### src/rtl/sram_controller_if.sv
// sram_controller_if: bus-side and SRAM-chip-side bundles for the SRAM controller.
// The chip data pad is split into out/enable/in; the tristate buffer lives in the IO ring.
interface sram_bus_if;
    logic [31:0] address;
    logic        read;
    logic        write;
    logic [31:0] data_wr;
    logic [3:0]  mask;
    logic        stall;
    logic [31:0] data_rd;
    logic [31:0] data_rd_2;
    logic [5:0]  interrupt;
    modport master (output address, read, write, data_wr, mask,
                    input  stall, data_rd, data_rd_2, interrupt);
    modport slave  (input  address, read, write, data_wr, mask,
                    output stall, data_rd, data_rd_2, interrupt);
endinterface

interface sram_chip_if #(parameter int AW = 20);
    logic [AW-1:0] address;
    logic [31:0]   data_o;
    logic          data_oe;
    logic [31:0]   data_i;
    logic [3:0]    be_n;
    logic          ce_n;
    logic          oe_n;
    logic          we_n;
    modport master (output address, data_o, data_oe, be_n, ce_n, oe_n, we_n, input data_i);
    modport slave  (input  address, data_o, data_oe, be_n, ce_n, oe_n, we_n, output data_i);
endinterface

### src/rtl/sram_controller.sv
// sram_controller: bus slave turning single-cycle requests into timed async SRAM accesses.
// All chip-side outputs are registered; stall holds the master until the DONE cycle.
module sram_controller #(
    parameter int WAIT_STATES = 1,
    parameter int ADDR_WIDTH  = 20
) (
    input  logic       i_clk,
    input  logic       i_rst,
    sram_bus_if.slave  bus,
    sram_chip_if.master sram
);
    typedef enum logic [2:0] {IDLE, RD, WR_SETUP, WR_PULSE, WR_HOLD, DONE} state_t;
    localparam logic [3:0] W = 4'(WAIT_STATES);
    state_t                r_state;
    logic [3:0]            r_cnt;
    logic                  r_ce_n;
    logic                  r_oe_n;
    logic                  r_we_n;
    logic [3:0]            r_be_n;
    logic [ADDR_WIDTH-1:0] r_addr;
    logic [31:0]           r_data;
    logic                  r_doe;
    logic [31:0]           r_data_rd;
    logic                  w_req;
    assign w_req = bus.read | bus.write;
    always_ff @(posedge i_clk) begin
        if (i_rst) begin
            r_state   <= IDLE;
            r_cnt     <= '0;
            r_ce_n    <= 1'b1;
            r_oe_n    <= 1'b1;
            r_we_n    <= 1'b1;
            r_be_n    <= 4'hF;
            r_addr    <= '0;
            r_data    <= '0;
            r_doe     <= 1'b0;
            r_data_rd <= '0;
        end else begin
            case (r_state)
                IDLE: begin
                    // write wins when both requests arrive together
                    if (bus.write) begin
                        r_state <= WR_SETUP;
                        r_addr  <= bus.address[ADDR_WIDTH+1:2];
                        r_data  <= bus.data_wr;
                        r_be_n  <= ~bus.mask;
                        r_ce_n  <= 1'b0;
                        r_doe   <= 1'b1;
                    end else if (bus.read) begin
                        r_state <= RD;
                        r_addr  <= bus.address[ADDR_WIDTH+1:2];
                        r_cnt   <= W;
                        r_be_n  <= 4'h0;
                        r_ce_n  <= 1'b0;
                        r_oe_n  <= 1'b0;
                    end
                end
                RD: begin
                    if (r_cnt != 4'd0) begin
                        r_cnt <= r_cnt - 4'd1;
                    end else begin
                        r_state   <= DONE;
                        r_data_rd <= sram.data_i;
                        r_ce_n    <= 1'b1;
                        r_oe_n    <= 1'b1;
                        r_be_n    <= 4'hF;
                    end
                end
                WR_SETUP: begin
                    r_state <= WR_PULSE;
                    r_cnt   <= W;
                    r_we_n  <= 1'b0;
                end
                WR_PULSE: begin
                    if (r_cnt != 4'd0) begin
                        r_cnt <= r_cnt - 4'd1;
                    end else begin
                        r_state <= WR_HOLD;
                        r_we_n  <= 1'b1;
                    end
                end
                WR_HOLD: begin
                    // data stays driven one cycle past we_n rising for hold time
                    r_state <= DONE;
                    r_ce_n  <= 1'b1;
                    r_doe   <= 1'b0;
                    r_be_n  <= 4'hF;
                end
                DONE:    r_state <= IDLE;
                default: r_state <= IDLE;
            endcase
        end
    end
    assign bus.stall     = w_req && (r_state != DONE);
    assign bus.data_rd   = r_data_rd;
    assign bus.data_rd_2 = '0;
    assign bus.interrupt = '0;
    assign sram.address  = r_addr;
    assign sram.data_o   = r_data;
    assign sram.data_oe  = r_doe;
    assign sram.be_n     = r_be_n;
    assign sram.ce_n     = r_ce_n;
    assign sram.oe_n     = r_oe_n;
    assign sram.we_n     = r_we_n;
endmodule

### src/flat_wrapper.sv
// flat-port wrapper written by rule: the top's interface ports become plain ports
module sram_controller_flat 
#(
    parameter int WAIT_STATES = 1,
    parameter int ADDR_WIDTH  = 20
)
  (i_clk, i_rst, bus_address, bus_read, bus_write, bus_data_wr, bus_mask, bus_stall, bus_data_rd, bus_data_rd_2, bus_interrupt, sram_address, sram_data_o, sram_data_oe, sram_be_n, sram_ce_n, sram_oe_n, sram_we_n, sram_data_i);
  sram_bus_if bus_i ();
  sram_chip_if #(.AW((20))) sram_i ();
  input  logic i_clk;
  input  logic i_rst;
  input wire logic [$bits(bus_i.address)-1:0] bus_address;
  input wire logic [$bits(bus_i.read)-1:0] bus_read;
  input wire logic [$bits(bus_i.write)-1:0] bus_write;
  input wire logic [$bits(bus_i.data_wr)-1:0] bus_data_wr;
  input wire logic [$bits(bus_i.mask)-1:0] bus_mask;
  output wire logic [$bits(bus_i.stall)-1:0] bus_stall;
  output wire logic [$bits(bus_i.data_rd)-1:0] bus_data_rd;
  output wire logic [$bits(bus_i.data_rd_2)-1:0] bus_data_rd_2;
  output wire logic [$bits(bus_i.interrupt)-1:0] bus_interrupt;
  output wire logic [$bits(sram_i.address)-1:0] sram_address;
  output wire logic [$bits(sram_i.data_o)-1:0] sram_data_o;
  output wire logic [$bits(sram_i.data_oe)-1:0] sram_data_oe;
  output wire logic [$bits(sram_i.be_n)-1:0] sram_be_n;
  output wire logic [$bits(sram_i.ce_n)-1:0] sram_ce_n;
  output wire logic [$bits(sram_i.oe_n)-1:0] sram_oe_n;
  output wire logic [$bits(sram_i.we_n)-1:0] sram_we_n;
  input wire logic [$bits(sram_i.data_i)-1:0] sram_data_i;
  assign bus_i.address = bus_address;
  assign bus_i.read = bus_read;
  assign bus_i.write = bus_write;
  assign bus_i.data_wr = bus_data_wr;
  assign bus_i.mask = bus_mask;
  assign bus_stall = bus_i.stall;
  assign bus_data_rd = bus_i.data_rd;
  assign bus_data_rd_2 = bus_i.data_rd_2;
  assign bus_interrupt = bus_i.interrupt;
  assign sram_address = sram_i.address;
  assign sram_data_o = sram_i.data_o;
  assign sram_data_oe = sram_i.data_oe;
  assign sram_be_n = sram_i.be_n;
  assign sram_ce_n = sram_i.ce_n;
  assign sram_oe_n = sram_i.oe_n;
  assign sram_we_n = sram_i.we_n;
  assign sram_i.data_i = sram_data_i;
  sram_controller #(.WAIT_STATES(WAIT_STATES), .ADDR_WIDTH(ADDR_WIDTH)) u_core (.i_clk(i_clk), .i_rst(i_rst), .bus(bus_i), .sram(sram_i));
endmodule
### config.mk
export PLATFORM = sky130hd
export DESIGN_NAME = sram_controller_flat
export DESIGN_NICKNAME = d
export VERILOG_FILES = /design/src/rtl/sram_controller_if.sv /design/src/rtl/sram_controller.sv /design/src/flat_wrapper.sv
export SDC_FILE = /design/constraint.sdc
export NUM_CORES = 1
export LEC_CHECK = 0
export CAP_MARGIN = 20
export CORE_MARGIN = 1.5
export CORE_UTILIZATION = 35
export DETAILED_ROUTE_END_ITERATION = 8
export DONT_BUFFER_PORTS = 1
export PLACE_DENSITY_LB_ADDON = 0.25
export SLEW_MARGIN = 20
export SYNTH_ARGS = -nofsm -noshare
export SYNTH_HDL_FRONTEND = slang
export SYNTH_SLANG_ARGS = --single-unit
### constraint.sdc
create_clock -name i_clk -period 3.53 [get_ports i_clk]
set_input_delay 0.353 -clock i_clk [delete_from_list [all_inputs] [get_ports i_clk]]
set_output_delay 0.353 -clock i_clk [all_outputs]
set_load 0.01 [all_outputs]
==> metrics.txt <==
pre-CTS setup slack 1330 ps; Avg Cell Area, Syn 8.17 µm²; CTS tree done; Detailed Route Iter0 Violations 312; most frequent cells in the layout dfxtp_1 (99), a21oi_1 (88), nand2_1 (66); status finished with violations; routed vias/inst 5.38; Slew @ Worst Pin 1050 ps; via count 3386; reg-to-reg slack, setup 1330 ps; critical path endpoint category flip-flop; Synth cell types 37; I/O Pins 235; Die Span Y 113 µm; most common cell after layout, fill and taps aside dfxtp_1; CTS sink cnt 99; Skew-Pair Late Insertion Delay 350 ps; crit path capture u_core.r_state[1]; Worst R2R End u_core.r_state[1]; Routed WL 10600 µm; Cells after Synth 514; Slew Limit Fails 0; Core Area 0.0116 mm²; worst min path class primary input to flip-flop; crit share post-route 62.2%; failing checks DRC; Worst Setup SP u_core.r_cnt[0]; Critical Path RT 3770 ps; post_cts resized 0; post-CTS setup repair buffer count 0; worst r2r src u_core.r_cnt[0]; buffer depth of the longest clock path 2; post-route ant nets 0; CTS Hold Bufs 0; Layout area overhead 2.68%; Final min period 2200 ps; CTS buffer count 9; worst rel slew slack 30.2%; CTS Root Cell clkbuf_16; clk slew on worst S/H paths 70 ps; first-pass GRT wire length 16400 µm; Finished Cell Area 0.00431 mm²; worst endpoint data arrival time 2440 ps; largest net degree at the start of global routing 107; Achievable Freq 0.455 GHz; # nets final 586; Hold Fails Final Rpt 0; # setup viols final 0; Worst IR Drop VDD 219 µV; vias in the first global route 3166; initial antenna violation count 0; post-DP HPWL 7100 µm; Worst Reg-to-Reg Cells 6; layout cells sized above 1 5.14%; row count 39; die width 113 µm; RSZ-0062 raised after global routing false; placed cells 613; fin worst setup slack 1330 ps; Placed Instance Area 0.00404 mm²; Critical Path Fanout Max 27; H-tree depth 3; Initial Utilization 36.3%; pwr dens 741 mW/mm²; FF+latch count, synth 99; Synth warnings 0; die area 0.0127 mm²; # diodes 0; DRC 19; register area share after synthesis 47.2%; startpoint types flip-flop; Tot GR Track Use 16.4%; routability cong. 0.733; gr ovfl total 0; Pleak 1.56 nW; PortBufs 0; Setup Skew 4.74 ps; Final Non-Filler Cells 629; kind of critical path flip-flop to flip-flop; Setup TNS 0 ps; Mapped Area 0.00420 mm²; Max-Cap Viols 0; Routed wire per std cell 16.9 µm; final core occ 37.3%; drt pass-1 iters 8
synthesized netlist by cell type (all sizes together):
| cell type | n | share of area, % |
|---|---|---|
| nor3b | 3 | 0.66 |
| nand2b | 2 | 0.30 |
| o21ai | 53 | 6.3 |
| nand3 | 55 | 6.6 |
| or4b | 1 | 0.24 |
| o22ai | 1 | 0.15 |
| ha | 1 | 0.30 |
| or3b | 2 | 0.42 |
| o32ai | 1 | 0.21 |
| clkbuf | 24 | 2.1 |
| o31a | 1 | 0.21 |
| a21oi | 88 | 10 |
| a211o | 1 | 0.21 |
| buf | 62 | 11 |
| nor3 | 3 | 0.36 |
| a221oi | 7 | 1.5 |
| nor2b | 2 | 0.30 |
| nor4b | 1 | 0.57 |
| a22o | 1 | 0.21 |
| conb | 1 | 0.089 |
| o31ai | 1 | 0.18 |
| inv | 10 | 0.89 |
| mux2i | 4 | 0.95 |
| a31oi | 4 | 0.60 |
| xor2 | 1 | 0.21 |
| dfxtp | 99 | 47 |
| o21a | 3 | 0.54 |
| o21bai | 1 | 0.18 |
| or3 | 4 | 0.60 |
| or2 | 1 | 0.15 |
| nand2 | 66 | 5.9 |
| nor2 | 9 | 0.80 |
| nand4 | 1 | 0.15 |
worst max-delay path, cell delays in order (launching register included):
cell	delay (ps)
dfxtp_1	340
inv_1	70
ha_1	230
nor3b_2	710
buf_4	420
a21oi_1	120
o21a_1	200
through the flow:
step                      power, mW  hold slack, ps
after floorplan                2.21             474
after global placement         2.28             431
after detailed placement       2.31             433
after CTS                      3.23            58.9
after global routing           3.39            55.9
final                          3.20            67.2
worst min-delay path by stage:
| stage | startpoint | to | slack [ps] | depth (start not counted) |
|---|---|---|---|---|
| 3_3_place_gp | i_rst | u_core.sram.address[6] | 430 | 1 |
| 5_1_grt | i_rst | u_core.bus.data_rd[26] | 60 | 1 |
| 4_1_cts | i_rst | u_core.sram.address[6] | 60 | 1 |
| 2_1_floorplan | u_core.r_cnt[1] | u_core.r_cnt[1] | 470 | 2 |
| 6_report | i_rst | u_core.bus.data_rd[24] | 70 | 1 |
| 3_5_place_dp | i_rst | u_core.bus.data_rd[26] | 430 | 1 |
kinds of logic (layout without fill, tap and decap cells):
group	count (synthesis)	in the layout	synth area share, %
multiplexers	4	4	0.953
other	1	38	0.0893
AO/OA/AOI/OAI	162	162	20.7
adder cells (fa/ha/maj)	1	1	0.298
buffers and inverters	96	31	13.6
XOR/XNOR	1	1	0.209
flip-flops	99	99	47.2
AND/OR/NAND/NOR	150	150	17.0
layer usage:
layer	vias to the layer above	track usage, %	wire length, µm
met5	-	0	0
met4	0	11.2	457
met3	33	4.21	712
met2	162	27.1	5170
met1	1573	18.6	4260
li1	1618	-	-
state kept, by name (all words and copies together), names as in the netlist:
name                 flops
u_core.bus.data_rd      32
u_core.sram.we_n         1
u_core.r_state           3
u_core.r_cnt             4
u_core.sram.data_oe      1
u_core.sram.address     20
u_core.sram.ce_n         1
u_core.sram.be_n         4
u_core.sram.data_o      32
u_core.sram.oe_n         1
final cells by class:
class	instances	area, µm²
fillers	1203	7250
flip-flops and latches	99	1980
multi-input cells	356	1800
clock buffers	12	246
well taps	143	179
repair buffers	5	37.5
inverters	10	37.5
clock inverters	4	26.3
power by group:
group	switching, mW	leakage (nW)	internal (mW)
registers	0.246	0.810	1.30
clock network	0.422	0.133	0.497
logic	0.496	0.618	0.237
total	1.16	1.56	2.03
No activity file was read; power rests on OpenSTA's default activity.
